### src/rtl/icb_multi_master_arb_if.sv
// ICB master port bundle between the accelerator arbiter and the system bus.
// The master modport is the arbiter side; the slave modport is the bus/memory side.
interface icb_multi_master_arb_if #(
    parameter int ADDR_W = 32,
    parameter int DATA_W = 32
);
    logic                  acc_icb_cmd_valid;
    logic                  acc_icb_cmd_ready;
    logic [ADDR_W-1:0]     acc_icb_cmd_addr;
    logic                  acc_icb_cmd_read;
    logic [DATA_W-1:0]     acc_icb_cmd_wdata;
    logic [DATA_W/8-1:0]   acc_icb_cmd_wmask;
    logic                  acc_icb_rsp_valid;
    logic                  acc_icb_rsp_ready;
    logic                  acc_icb_rsp_err;
    logic [DATA_W-1:0]     acc_icb_rsp_rdata;

    modport master (
        output acc_icb_cmd_valid, acc_icb_cmd_addr, acc_icb_cmd_read,
               acc_icb_cmd_wdata, acc_icb_cmd_wmask, acc_icb_rsp_ready,
        input  acc_icb_cmd_ready, acc_icb_rsp_valid, acc_icb_rsp_err, acc_icb_rsp_rdata
    );

    modport slave (
        input  acc_icb_cmd_valid, acc_icb_cmd_addr, acc_icb_cmd_read,
               acc_icb_cmd_wdata, acc_icb_cmd_wmask, acc_icb_rsp_ready,
        output acc_icb_cmd_ready, acc_icb_rsp_valid, acc_icb_rsp_err, acc_icb_rsp_rdata
    );
endinterface

### src/rtl/icb_multi_master_arb.sv
// Per-command arbiter merging NUM_RD_CH read BIUs and one write BIU onto one ICB port,
// with an in-order tracker FIFO routing responses. Define ICB_ARB_RR_EN for round-robin reads.
module icb_multi_master_arb #(
    parameter int NUM_RD_CH = 2,
    parameter int ADDR_W    = 32,
    parameter int DATA_W    = 32,
    parameter int OT_DEPTH  = 8
) (
    input  logic                          clk,
    input  logic                          rst,
    input  logic [NUM_RD_CH-1:0]          i_rd_req_valid,
    output logic [NUM_RD_CH-1:0]          o_rd_req_ready,
    input  logic [NUM_RD_CH*ADDR_W-1:0]   i_rd_req_addr,
    output logic [NUM_RD_CH-1:0]          o_rd_rsp_valid,
    input  logic [NUM_RD_CH-1:0]          i_rd_rsp_ready,
    output logic [ADDR_W-1:0]             o_rd_rsp_addr,
    output logic [DATA_W-1:0]             o_rd_rsp_data,
    output logic                          o_rd_rsp_err,
    input  logic                          i_wr_req_valid,
    output logic                          o_wr_req_ready,
    input  logic [ADDR_W-1:0]             i_wr_req_addr,
    input  logic [DATA_W-1:0]             i_wr_req_data,
    input  logic [DATA_W/8-1:0]           i_wr_req_mask,
    output logic                          o_wr_done,
    output logic                          o_wr_err,
    output logic                          o_stray_rsp_err,
    icb_multi_master_arb_if.master        acc
);
    localparam int PW = $clog2(OT_DEPTH);
    localparam int CW = (NUM_RD_CH > 1) ? $clog2(NUM_RD_CH) : 1;

    typedef enum logic [0:0] {ST_UNLOCKED = 1'b0, ST_LOCKED = 1'b1} state_t;

    state_t              r_state;
    state_t              w_next_state;
    logic                r_lock_wr;
    logic [CW-1:0]       r_lock_ch;
    logic [PW:0]         r_wptr;
    logic [PW:0]         r_rptr;
    logic                r_ot_wr   [OT_DEPTH];
    logic [CW-1:0]       r_ot_ch   [OT_DEPTH];
    logic [ADDR_W-1:0]   r_ot_addr [OT_DEPTH];
    logic                r_stray;

    logic                w_full;
    logic                w_empty;
    logic                w_any_rd;
    logic [CW-1:0]       w_rd_win;
    logic                w_sel_wr;
    logic [CW-1:0]       w_sel_ch;
    logic                w_cmd_valid;
    logic                w_cmd_hs;
    logic [ADDR_W-1:0]   w_rd_addr;
    logic                w_head_wr;
    logic [CW-1:0]       w_head_ch;
    logic [ADDR_W-1:0]   w_head_addr;
    logic                w_head_rdy;
    logic                w_rsp_ready;
    logic                w_rd_rsp_act;
    logic                w_pop;

    assign w_empty  = (r_wptr == r_rptr);
    assign w_full   = (r_wptr[PW] != r_rptr[PW]) && (r_wptr[PW-1:0] == r_rptr[PW-1:0]);
    assign w_any_rd = |i_rd_req_valid;

    function automatic logic [CW-1:0] pick_fixed(input logic [NUM_RD_CH-1:0] v);
        pick_fixed = '0;
        for (int i = NUM_RD_CH - 1; i >= 0; i--) begin
            pick_fixed = v[i] ? CW'(i) : pick_fixed;
        end
    endfunction

`ifdef ICB_ARB_RR_EN
    logic [CW-1:0] r_rr_ptr;

    // Search starts at the channel after the last granted read.
    function automatic logic [CW-1:0] pick_rr(input logic [NUM_RD_CH-1:0] v, input logic [CW-1:0] ptr);
        int   idx;
        logic found;
        pick_rr = '0;
        found   = 1'b0;
        for (int i = 0; i < NUM_RD_CH; i++) begin
            idx = int'(ptr) + i;
            idx = (idx >= NUM_RD_CH) ? idx - NUM_RD_CH : idx;
            if (v[idx] && !found) begin
                pick_rr = CW'(idx);
                found   = 1'b1;
            end else begin
                found   = found;
            end
        end
    endfunction

    assign w_rd_win = pick_rr(i_rd_req_valid, r_rr_ptr);

    // Round-robin pointer: last granted read + 1, moved only on a read handshake.
    always_ff @(posedge clk or posedge rst) begin
        if (rst) begin
            r_rr_ptr <= '0;
        end else if (w_cmd_hs && !w_sel_wr) begin
            r_rr_ptr <= (w_sel_ch == CW'(NUM_RD_CH - 1)) ? '0 : w_sel_ch + CW'(1);
        end
    end
`else
    assign w_rd_win = pick_fixed(i_rd_req_valid);
`endif

    // Grant FSM: combinational winner when unlocked, frozen winner while stalled.
    always_comb begin
        w_next_state = r_state;
        w_sel_wr     = 1'b0;
        w_sel_ch     = '0;
        w_cmd_valid  = 1'b0;
        case (r_state)
            ST_LOCKED: begin
                w_sel_wr    = r_lock_wr;
                w_sel_ch    = r_lock_ch;
                w_cmd_valid = 1'b1;
                if (acc.acc_icb_cmd_ready) w_next_state = ST_UNLOCKED;
                else                       w_next_state = ST_LOCKED;
            end
            ST_UNLOCKED: begin
                w_sel_wr    = i_wr_req_valid;
                w_sel_ch    = w_rd_win;
                w_cmd_valid = (i_wr_req_valid || w_any_rd) && !w_full;
                if (w_cmd_valid && !acc.acc_icb_cmd_ready) w_next_state = ST_LOCKED;
                else                                       w_next_state = ST_UNLOCKED;
            end
            default: begin
                w_next_state = ST_UNLOCKED;
            end
        endcase
    end

    // Grant state and locked winner.
    always_ff @(posedge clk or posedge rst) begin
        if (rst) begin
            r_state   <= ST_UNLOCKED;
            r_lock_wr <= 1'b0;
            r_lock_ch <= '0;
        end else begin
            r_state <= w_next_state;
            if (r_state == ST_UNLOCKED && w_next_state == ST_LOCKED) begin
                r_lock_wr <= w_sel_wr;
                r_lock_ch <= w_sel_ch;
            end
        end
    end

    assign w_cmd_hs = w_cmd_valid && acc.acc_icb_cmd_ready;

    // Command channel drive and zero-latency ready back to the winning requester.
    always_comb begin
        w_rd_addr = '0;
        for (int k = 0; k < NUM_RD_CH; k++) begin
            w_rd_addr = (w_sel_ch == CW'(k)) ? i_rd_req_addr[k*ADDR_W +: ADDR_W] : w_rd_addr;
        end
        acc.acc_icb_cmd_valid = w_cmd_valid;
        acc.acc_icb_cmd_read  = w_cmd_valid && !w_sel_wr;
        if (!w_cmd_valid) begin
            acc.acc_icb_cmd_addr  = '0;
            acc.acc_icb_cmd_wdata = '0;
            acc.acc_icb_cmd_wmask = '0;
        end else if (w_sel_wr) begin
            acc.acc_icb_cmd_addr  = i_wr_req_addr;
            acc.acc_icb_cmd_wdata = i_wr_req_data;
            acc.acc_icb_cmd_wmask = i_wr_req_mask;
        end else begin
            acc.acc_icb_cmd_addr  = w_rd_addr;
            acc.acc_icb_cmd_wdata = '0;
            acc.acc_icb_cmd_wmask = '0;
        end
        o_wr_req_ready = w_cmd_hs && w_sel_wr;
        for (int k = 0; k < NUM_RD_CH; k++) begin
            o_rd_req_ready[k] = w_cmd_hs && !w_sel_wr && (w_sel_ch == CW'(k));
        end
    end

    assign w_head_wr   = r_ot_wr[r_rptr[PW-1:0]];
    assign w_head_ch   = r_ot_ch[r_rptr[PW-1:0]];
    assign w_head_addr = r_ot_addr[r_rptr[PW-1:0]];

    // Response routing to the channel at the tracker head.
    always_comb begin
        w_head_rdy = 1'b0;
        for (int k = 0; k < NUM_RD_CH; k++) begin
            w_head_rdy = (w_head_ch == CW'(k)) ? i_rd_rsp_ready[k] : w_head_rdy;
        end
        w_rsp_ready           = !w_empty && (w_head_wr || w_head_rdy);
        acc.acc_icb_rsp_ready = w_rsp_ready;
        w_rd_rsp_act          = !w_empty && !w_head_wr && acc.acc_icb_rsp_valid;
        for (int k = 0; k < NUM_RD_CH; k++) begin
            o_rd_rsp_valid[k] = w_rd_rsp_act && (w_head_ch == CW'(k));
        end
        o_rd_rsp_data = w_rd_rsp_act ? acc.acc_icb_rsp_rdata : '0;
        o_rd_rsp_err  = w_rd_rsp_act && acc.acc_icb_rsp_err;
        o_rd_rsp_addr = w_rd_rsp_act ? w_head_addr : '0;
        o_wr_done     = !w_empty && w_head_wr && acc.acc_icb_rsp_valid;
        o_wr_err      = o_wr_done && acc.acc_icb_rsp_err;
        w_pop         = acc.acc_icb_rsp_valid && w_rsp_ready;
    end

    // Outstanding-transaction tracker; push on command handshake, pop on response handshake.
    always_ff @(posedge clk or posedge rst) begin
        if (rst) begin
            r_wptr <= '0;
            r_rptr <= '0;
            for (int i = 0; i < OT_DEPTH; i++) begin
                r_ot_wr[i]   <= 1'b0;
                r_ot_ch[i]   <= '0;
                r_ot_addr[i] <= '0;
            end
        end else begin
            if (w_cmd_hs) begin
                r_ot_wr[r_wptr[PW-1:0]]   <= w_sel_wr;
                r_ot_ch[r_wptr[PW-1:0]]   <= w_sel_ch;
                r_ot_addr[r_wptr[PW-1:0]] <= acc.acc_icb_cmd_addr;
                r_wptr                    <= r_wptr + {{PW{1'b0}}, 1'b1};
            end
            if (w_pop) begin
                r_rptr <= r_rptr + {{PW{1'b0}}, 1'b1};
            end
        end
    end

    // Sticky flag for a response with nothing outstanding.
    always_ff @(posedge clk or posedge rst) begin
        if (rst) begin
            r_stray <= 1'b0;
        end else if (acc.acc_icb_rsp_valid && w_empty) begin
            r_stray <= 1'b1;
        end
    end

    assign o_stray_rsp_err = r_stray;
endmodule
### src/flat_wrapper.sv
// flat-port wrapper written by rule: the top's interface ports become plain ports
module icb_multi_master_arb_flat 
#(
    parameter int NUM_RD_CH = 2,
    parameter int ADDR_W    = 32,
    parameter int DATA_W    = 32,
    parameter int OT_DEPTH  = 8
)
  (clk, rst, i_rd_req_valid, o_rd_req_ready, i_rd_req_addr, o_rd_rsp_valid, i_rd_rsp_ready, o_rd_rsp_addr, o_rd_rsp_data, o_rd_rsp_err, i_wr_req_valid, o_wr_req_ready, i_wr_req_addr, i_wr_req_data, i_wr_req_mask, o_wr_done, o_wr_err, o_stray_rsp_err, acc_acc_icb_cmd_valid, acc_acc_icb_cmd_addr, acc_acc_icb_cmd_read, acc_acc_icb_cmd_wdata, acc_acc_icb_cmd_wmask, acc_acc_icb_rsp_ready, acc_acc_icb_cmd_ready, acc_acc_icb_rsp_valid, acc_acc_icb_rsp_err, acc_acc_icb_rsp_rdata);
  icb_multi_master_arb_if #(.ADDR_W(ADDR_W), .DATA_W(DATA_W)) acc_i ();
  input  logic clk;
  input  logic rst;
  input  logic [NUM_RD_CH-1:0] i_rd_req_valid;
  output logic [NUM_RD_CH-1:0] o_rd_req_ready;
  input  logic [NUM_RD_CH*ADDR_W-1:0] i_rd_req_addr;
  output logic [NUM_RD_CH-1:0] o_rd_rsp_valid;
  input  logic [NUM_RD_CH-1:0] i_rd_rsp_ready;
  output logic [ADDR_W-1:0] o_rd_rsp_addr;
  output logic [DATA_W-1:0] o_rd_rsp_data;
  output logic o_rd_rsp_err;
  input  logic i_wr_req_valid;
  output logic o_wr_req_ready;
  input  logic [ADDR_W-1:0] i_wr_req_addr;
  input  logic [DATA_W-1:0] i_wr_req_data;
  input  logic [DATA_W/8-1:0] i_wr_req_mask;
  output logic o_wr_done;
  output logic o_wr_err;
  output logic o_stray_rsp_err;
  output wire logic [$bits(acc_i.acc_icb_cmd_valid)-1:0] acc_acc_icb_cmd_valid;
  output wire logic [$bits(acc_i.acc_icb_cmd_addr)-1:0] acc_acc_icb_cmd_addr;
  output wire logic [$bits(acc_i.acc_icb_cmd_read)-1:0] acc_acc_icb_cmd_read;
  output wire logic [$bits(acc_i.acc_icb_cmd_wdata)-1:0] acc_acc_icb_cmd_wdata;
  output wire logic [$bits(acc_i.acc_icb_cmd_wmask)-1:0] acc_acc_icb_cmd_wmask;
  output wire logic [$bits(acc_i.acc_icb_rsp_ready)-1:0] acc_acc_icb_rsp_ready;
  input wire logic [$bits(acc_i.acc_icb_cmd_ready)-1:0] acc_acc_icb_cmd_ready;
  input wire logic [$bits(acc_i.acc_icb_rsp_valid)-1:0] acc_acc_icb_rsp_valid;
  input wire logic [$bits(acc_i.acc_icb_rsp_err)-1:0] acc_acc_icb_rsp_err;
  input wire logic [$bits(acc_i.acc_icb_rsp_rdata)-1:0] acc_acc_icb_rsp_rdata;
  assign acc_acc_icb_cmd_valid = acc_i.acc_icb_cmd_valid;
  assign acc_acc_icb_cmd_addr = acc_i.acc_icb_cmd_addr;
  assign acc_acc_icb_cmd_read = acc_i.acc_icb_cmd_read;
  assign acc_acc_icb_cmd_wdata = acc_i.acc_icb_cmd_wdata;
  assign acc_acc_icb_cmd_wmask = acc_i.acc_icb_cmd_wmask;
  assign acc_acc_icb_rsp_ready = acc_i.acc_icb_rsp_ready;
  assign acc_i.acc_icb_cmd_ready = acc_acc_icb_cmd_ready;
  assign acc_i.acc_icb_rsp_valid = acc_acc_icb_rsp_valid;
  assign acc_i.acc_icb_rsp_err = acc_acc_icb_rsp_err;
  assign acc_i.acc_icb_rsp_rdata = acc_acc_icb_rsp_rdata;
  icb_multi_master_arb #(.NUM_RD_CH(NUM_RD_CH), .ADDR_W(ADDR_W), .DATA_W(DATA_W), .OT_DEPTH(OT_DEPTH)) u_core (.clk(clk), .rst(rst), .i_rd_req_valid(i_rd_req_valid), .o_rd_req_ready(o_rd_req_ready), .i_rd_req_addr(i_rd_req_addr), .o_rd_rsp_valid(o_rd_rsp_valid), .i_rd_rsp_ready(i_rd_rsp_ready), .o_rd_rsp_addr(o_rd_rsp_addr), .o_rd_rsp_data(o_rd_rsp_data), .o_rd_rsp_err(o_rd_rsp_err), .i_wr_req_valid(i_wr_req_valid), .o_wr_req_ready(o_wr_req_ready), .i_wr_req_addr(i_wr_req_addr), .i_wr_req_data(i_wr_req_data), .i_wr_req_mask(i_wr_req_mask), .o_wr_done(o_wr_done), .o_wr_err(o_wr_err), .o_stray_rsp_err(o_stray_rsp_err), .acc(acc_i));
endmodule
### config.mk
export PLATFORM = sky130hd
export DESIGN_NAME = icb_multi_master_arb_flat
export DESIGN_NICKNAME = d
export VERILOG_FILES = /design/src/rtl/icb_multi_master_arb_if.sv /design/src/rtl/icb_multi_master_arb.sv /design/src/flat_wrapper.sv
export SDC_FILE = /design/constraint.sdc
export NUM_CORES = 1
export LEC_CHECK = 0
export ABC_AREA = 1
export BUFFER_PORTS_ARGS = -buffer_cell sky130_fd_sc_hd__buf_2
export CORE_ASPECT_RATIO = 0.5
export CORE_UTILIZATION = 40
export CTS_CLUSTER_DIAMETER = 60
export DETAILED_ROUTE_END_ITERATION = 12
export PLACE_DENSITY = 0.61
export SLEW_MARGIN = 20
export SYNTH_ARGS = -nofsm -noshare
export SYNTH_HDL_FRONTEND = slang
export SYNTH_SLANG_ARGS = --single-unit
### constraint.sdc
create_clock -name clk -period 17.1 [get_ports clk]
set_clock_uncertainty 0.2 [all_clocks]
set_input_delay 2.565 -clock clk [delete_from_list [all_inputs] [get_ports clk]]
set_output_delay 2.565 -clock clk [all_outputs]
set_load 0.05 [all_outputs]
==> flow_metrics.env, run 1 <==
export IMPL_status="finished, final reports clean"
export IMPL_overflow=0
export IMPL_root_buffer="clkbuf_16"
export IMPL_cts_setup_buffers=0
export IMPL_insertion_delay_ns=0.56
export IMPL_drt_total_wl_mm=54.97
export IMPL_p_leak_nw=10.28
export IMPL_die_x_um=288.0
export IMPL_avgSynthCellArea_sq_um=7.249
export IMPL_port_buffers=317
export IMPL_grt_pass1_wl_mm=86.95
export IMPL_ys_types=30
export IMPL_slew_viol_final=0
export IMPL_cts_clk_slew_worst_paths_ns=0.06
export IMPL_async_flop_share_pct=100.0
export IMPL_stdcell_area_sq_um=18960
export IMPL_synthFlopType="dfrtp_1"
export IMPL_first_iter_violations=1752
export IMPL_synthTopCellsByCount="nand2_1, dfrtp_1, nand4_1"
export IMPL_final_hold_viol_count=0
export IMPL_max_slew_margin_rel_pct=33.56
export IMPL_cts_tree="done"
export IMPL_rows=51
export IMPL_fin_crit_sh_pct=47.02
export IMPL_vias_per_cell=5.511
export IMPL_io_pins=318
export IMPL_end_kind="primary output"
export IMPL_hpwl_mm=29.41
export IMPL_cp_max_fo=128
export IMPL_synth_seq_cells=284
export IMPL_ys_seq_area_share_pct=43.44
export IMPL_nets=2613
export IMPL_place_gp_congestion=0.7680
export IMPL_htreeDepth=1
export IMPL_wire_per_inst_um=18.39
export IMPL_setup_violations=0
export IMPL_grt_use_met1_pct=37.10
export IMPL_via_count=16470
export IMPL_postCtsResizedCells=0
export IMPL_diodes=0
export IMPL_rsz0062_at_grt="no"
export IMPL_grt_max_degree=129
export IMPL_synth_top_area_share_pct=43.44
export IMPL_ir_drop_uv=135.3
export IMPL_worst_setup_path_type="primary input to primary output"
export IMPL_area_growth_pct=15.91
export IMPL_synth_cells=2257
export IMPL_holdBufCountCts=0
export IMPL_max_freq_mhz=124.4
export IMPL_drtPass1Iterations=7
export IMPL_placed_cell_area_sq_um=17870
export IMPL_syn_area_sq_um=16360
export IMPL_yosysTopAreaCell="dfrtp_1"
export IMPL_worst_slack_ns=9.059
export IMPL_dieHeight_um=145.0
export IMPL_grt_use_met3_pct=2.752
export IMPL_synthMostInstantiatedCell="nand2_1"
export IMPL_syn_num_nets=2433
export IMPL_synth_edf_count=0
export IMPL_grt_pass1_vias=15520
export IMPL_ant_nets=0
export IMPL_fin_util_pct=47.93
export IMPL_cts_buffers=28
export IMPL_place_ws_ns=9.156
export IMPL_min_path_type="flop to flop"
export IMPL_synthTopCellsByArea="dfrtp_1, nand2_1, nand4_1"
export IMPL_cap_violations=0
export IMPL_crit_required_ns=14.34
export IMPL_worst_slew_pin_slew_ns=0.9966
export IMPL_yosys_warnings=0
export IMPL_fillCellCount=4010
export IMPL_grt_busiest_layer="met2"
export IMPL_grt_usage_pct=25.87
export IMPL_core_region_area_sq_um=39560
export IMPL_drive_gt1_share_pct=18.91
export IMPL_clockBufferDepth=3
export IMPL_initial_core_util_pct=41.35
export IMPL_min_period_ns=8.041
export IMPL_drc=0
export IMPL_p_per_area_nw_per_um2=209.7
export IMPL_tns_ns=0
export IMPL_critPathLaunchType="primary input"
export IMPL_cts_sinks=284
export IMPL_met2_usage_pct=41.07
export IMPL_antenna_found_initial=0
export IMPL_crit_arrival_ns=5.28
export IMPL_die_area_sq_um=41760
-- cell families after synthesis --
kind of cell | synth area share, %
compound gates | 9.284
xor+xnor | 0.4283
fa+ha+maj | 0.1529
buf+inv | 9.437
flops | 43.44
simple gates | 37.26
-- worst max-delay path: stages --
cell     delay [ns]
buf_2          0.08
inv_1          0.05
nand2_1        0.08
nand2_2        0.10
nand2_8        0.48
buf_4          0.68
buf_4          0.58
nand2_1        0.11
inv_1          0.07
buf_2          0.25
-- sequential cells by signal (all words and copies together), names as in the netlist --
signal / flops
u_core.r_ot_addr: 256
u_core.r_lock_ch: 1
u_core.o_stray_rsp_err: 1
u_core.r_rptr: 4
u_core.r_wptr: 4
u_core.r_ot_wr: 8
u_core.r_ot_ch: 8
u_core.r_state: 1
u_core.r_lock_wr: 1
-- per-stage QoR --
step | instances | hold slack (ns) | power (mW)
floorplan | 2257 | 0.2366 | 2.714
global placement | 2937 | 0.2484 | 3.216
detailed placement | 2937 | 0.2538 | 3.242
CTS | 2989 | 0.2705 | 3.972
global route | 2989 | 0.2866 | 4.238
finish | 2989 | 0.2689 | 3.976
-- final cells by class --
cell class	instances	area, sq um	area share, %
clock buffer	38	839.6	4.427
clock inverter	14	245.2	1.293
inverter	120	461.7	2.435
multi-input combinational	1654	7801	41.14
sequential	284	7113	37.51
tap	530	663.1	3.497
timing repair buffer	349	1839	9.699
-- metal layers --
layer / part of all wire (%) / up-vias
met5: 0 / -
met4: 2.5 / 0
met3: 6.2 / 107
met2: 46 / 573
met1: 45 / 8000
li1: - / 7793
-- power breakdown --
group | switching (mW) | internal [mW] | total (mW)
registers | 0.196 | 0.968 | 1.16
logic | 1.55 | 0.539 | 2.09
clock network | 0.278 | 0.448 | 0.726
-- cell usage in the layout, fill, tap and decap left out, drive strengths merged --
master,instances
nand2,952
buf,348
dfrtp,284
nand4,272
nor2,155
inv,118
a21oi,98
o21ai,68
clkbuf,39
a22oi,32
a32o,32
nand3,28
clkinv,9
bufinv,7
xor2,5
nor3,4
xnor2,3
ha,2
nand3b,1
nor4,1
o21bai,1
-- final timing paths --
check	endpoint	start	slack [ns]	depth (start not counted)
worst max-delay path	acc_acc_icb_cmd_addr[23]	i_wr_req_valid	9.06	10
worst min-delay path	u_core.r_ot_addr[40]	u_core.r_ot_addr[40]	0.27	2
worst max register to register	u_core.r_ot_addr[237]	u_core.r_rptr[2]	12.57	10
worst min register to register	u_core.r_ot_addr[40]	u_core.r_ot_addr[40]	0.27	2
max in group asynchronous	u_core.r_ot_addr[205]	rst	13.27	3
min in group asynchronous	u_core.r_ot_addr[35]	rst	1.90	2
No activity file was read; power rests on OpenSTA's default activity.
==> inputs of run 2 (changes only) <==
--- a/config.mk
+++ b/config.mk
@@ -11,7 +11,7 @@
 export CORE_UTILIZATION = 40
 export CTS_CLUSTER_DIAMETER = 60
 export DETAILED_ROUTE_END_ITERATION = 12
-export PLACE_DENSITY = 0.61
+export PLACE_DENSITY = 0.63
 export SLEW_MARGIN = 20
 export SYNTH_ARGS = -nofsm -noshare
 export SYNTH_HDL_FRONTEND = slang
==> constraint.sdc (replaced) <==
create_clock -name clk -period 7.1 [get_ports clk]
set_clock_uncertainty 0.2 [all_clocks]
set_input_delay 1.065 -clock clk [delete_from_list [all_inputs] [get_ports clk]]
set_output_delay 1.065 -clock clk [all_outputs]
set_load 0.05 [all_outputs]
==> run 2 against run 1 <==
Design area shrank 0.50%. Hold slack gained 0.0035 ns. Combinational power grew 140%. First-iteration DRC count shrank 9.1%. Sequential cell count is the same.
==> flow_metrics.env, run 2 (synthesis results as in run 1) <==
export IMPL_htreeDepth=1
export IMPL_grt_max_degree=161
export IMPL_multi_input_area_sq_um=7809
export IMPL_wire_per_inst_um=18.23
export IMPL_p_leak_nw=10.23
export IMPL_place_gp_congestion=0.7867
export IMPL_port_buffers=317
export IMPL_cts_setup_buffers=0
export IMPL_min_delay_start="u_core.r_ot_wr[2]"
export IMPL_r2r_slack_ns=2.80
export IMPL_rows=51
export IMPL_cts_tree="done"
export IMPL_slew_viol_final=0
export IMPL_insertion_delay_ns=0.56
export IMPL_cap_violations=0
export IMPL_crit_required_ns=5.83
export IMPL_rsz0062_at_grt="no"
export IMPL_fin_crit_sh_pct=74.59
export IMPL_cp_max_fo=37
export IMPL_dieHeight_um=145.0
export IMPL_worst_slack_ns=1.804
export IMPL_die_area_sq_um=41760
export IMPL_overflow=0
export IMPL_layout_common_cells="nand2_1, buf_2, dfrtp_1"
export IMPL_hpwl_mm=30.23
export IMPL_setup_violations=0
export IMPL_worstReg2RegStart="u_core.r_rptr[1]"
export IMPL_seq_area_sq_um=7113
export IMPL_io_pins=318
export IMPL_p_per_area_nw_per_um2=498.6
export IMPL_grt_pass1_wl_mm=86.82
export IMPL_largest_register="u_core.r_ot_addr"
export IMPL_initial_core_util_pct=41.35
export IMPL_end_kind="primary output"
export IMPL_grt_usage_pct=25.76
export IMPL_drtPass1Iterations=8
export IMPL_cts_clk_slew_worst_paths_ns=0.07
export IMPL_via_count=16290
export IMPL_ant_nets=0
export IMPL_vias_per_cell=5.450
export IMPL_drive_gt1_share_pct=18.88
export IMPL_max_freq_mhz=188.8
export IMPL_drc=0
export IMPL_holdBufCountCts=0
export IMPL_worstHoldEndpoint="u_core.r_ot_wr[2]"
export IMPL_max_slew_margin_rel_pct=21.93
export IMPL_area_growth_pct=15.33
export IMPL_postCtsResizedCells=0
export IMPL_die_x_um=288.0
export IMPL_r2r_end="u_core.r_ot_addr[75]"
export IMPL_nets=2612
export IMPL_first_iter_violations=1592
export IMPL_critPathLaunchType="flop"
export IMPL_place_ws_ns=2.388
export IMPL_grt_pass1_vias=15620
export IMPL_ir_drop_uv=204.0
export IMPL_largest_reg_flops=256
export IMPL_reg2regPathDepth=10
export IMPL_crit_arrival_ns=4.03
export IMPL_final_common_cell="nand2_1"
export IMPL_clockBufferDepth=3
export IMPL_top_regs="u_core.r_ot_addr: 256 flops, u_core.r_ot_ch: 8 flops, u_core.r_ot_wr: 8 flops"
export IMPL_min_path_type="flop to flop"
export IMPL_min_period_ns=5.296
export IMPL_worst_slew_pin_slew_ns=1.170
export IMPL_status="finished, final reports clean"
export IMPL_stdcell_area_sq_um=18870
export IMPL_placed_cell_area_sq_um=17890
export IMPL_drt_total_wl_mm=54.48
export IMPL_fillCellCount=4049
export IMPL_core_region_area_sq_um=39560
export IMPL_final_hold_viol_count=0
export IMPL_worst_setup_path_type="flop to primary output"
export IMPL_tns_ns=0
export IMPL_cts_sinks=284
export IMPL_cts_buffers=28
export IMPL_total_power_mw=9.408
export IMPL_root_buffer="clkbuf_16"
export IMPL_antenna_found_initial=1
export IMPL_worst_hold_path_num_cells=2
[run 2: changes by cell type in the layout (fill, tap and decap cells not counted), sizes merged]
cell,before,now
buf,348,347
bufinv,7,3
clkbuf,39,37
clkinv,9,14
clkinvlp,0,2
diode,0,1
inv,118,117
[run 2: critical path, stage by stage, from the launching register on]
cell and delay (ns):
dfrtp_2 0.72, buf_4 0.49, xor2_1 0.14, nor2_2 0.14, nand2_1 0.08, nor2_2 0.23, nor2_4 0.08, nand2_2 0.73
buf_4 0.50, nor2_1 0.10, buf_2 0.22
[run 2: final cells by class]
cell class,instances,area share [%]
Multi-Input combinational cell,1654,41.39
Sequential cell,284,37.70
Timing Repair Buffer,348,9.821
Clock buffer,36,4.304
Tap cell,530,3.515
Inverter,120,2.427
Clock inverter,16,0.8355
Antenna cell,1,0.01326
[run 2: through the flow]
step	instances	utilization, %	hold WS (ns)
2_1_floorplan	2257	-	0.2366
3_3_place_gp	2936	45.20	0.2533
3_5_place_dp	2936	45.22	0.2579
4_1_cts	2988	47.67	0.2741
5_1_grt	2989	47.69	0.2852
6_report	2989	47.69	0.2724
[run 2: worst max path at each step]
stage                     startpoint                       end  slack (ns)  depth (start not counted)
finish              u_core.r_rptr[1]          o_rd_rsp_addr[4]        1.80                         10
global route        u_core.r_rptr[0]          o_rd_rsp_addr[5]        1.56                         10
CTS                 u_core.r_rptr[0]          o_rd_rsp_addr[4]        1.86                         10
detailed placement    i_wr_req_valid  acc_acc_icb_cmd_addr[30]        2.39                         12
global placement      i_wr_req_valid   acc_acc_icb_cmd_addr[5]        2.45                         12
floorplan                        rst    u_core.o_stray_rsp_err        2.07                          1
[run 2: metal layers]
metal  global-route usage [%]  part of all wire [%]  vias up
li1                         -                     -     7802
met1                    36.18                    45     7927
met2                    42.55                    48      491
met3                    2.736                   5.7       71
met4                    6.005                   1.9        0
met5                        0                     0        -
[run 2: power breakdown]
part,internal (mW),switching [mW]
Clock,0.915,0.675
Sequential,2.33,0.472
Combinational,1.30,3.71
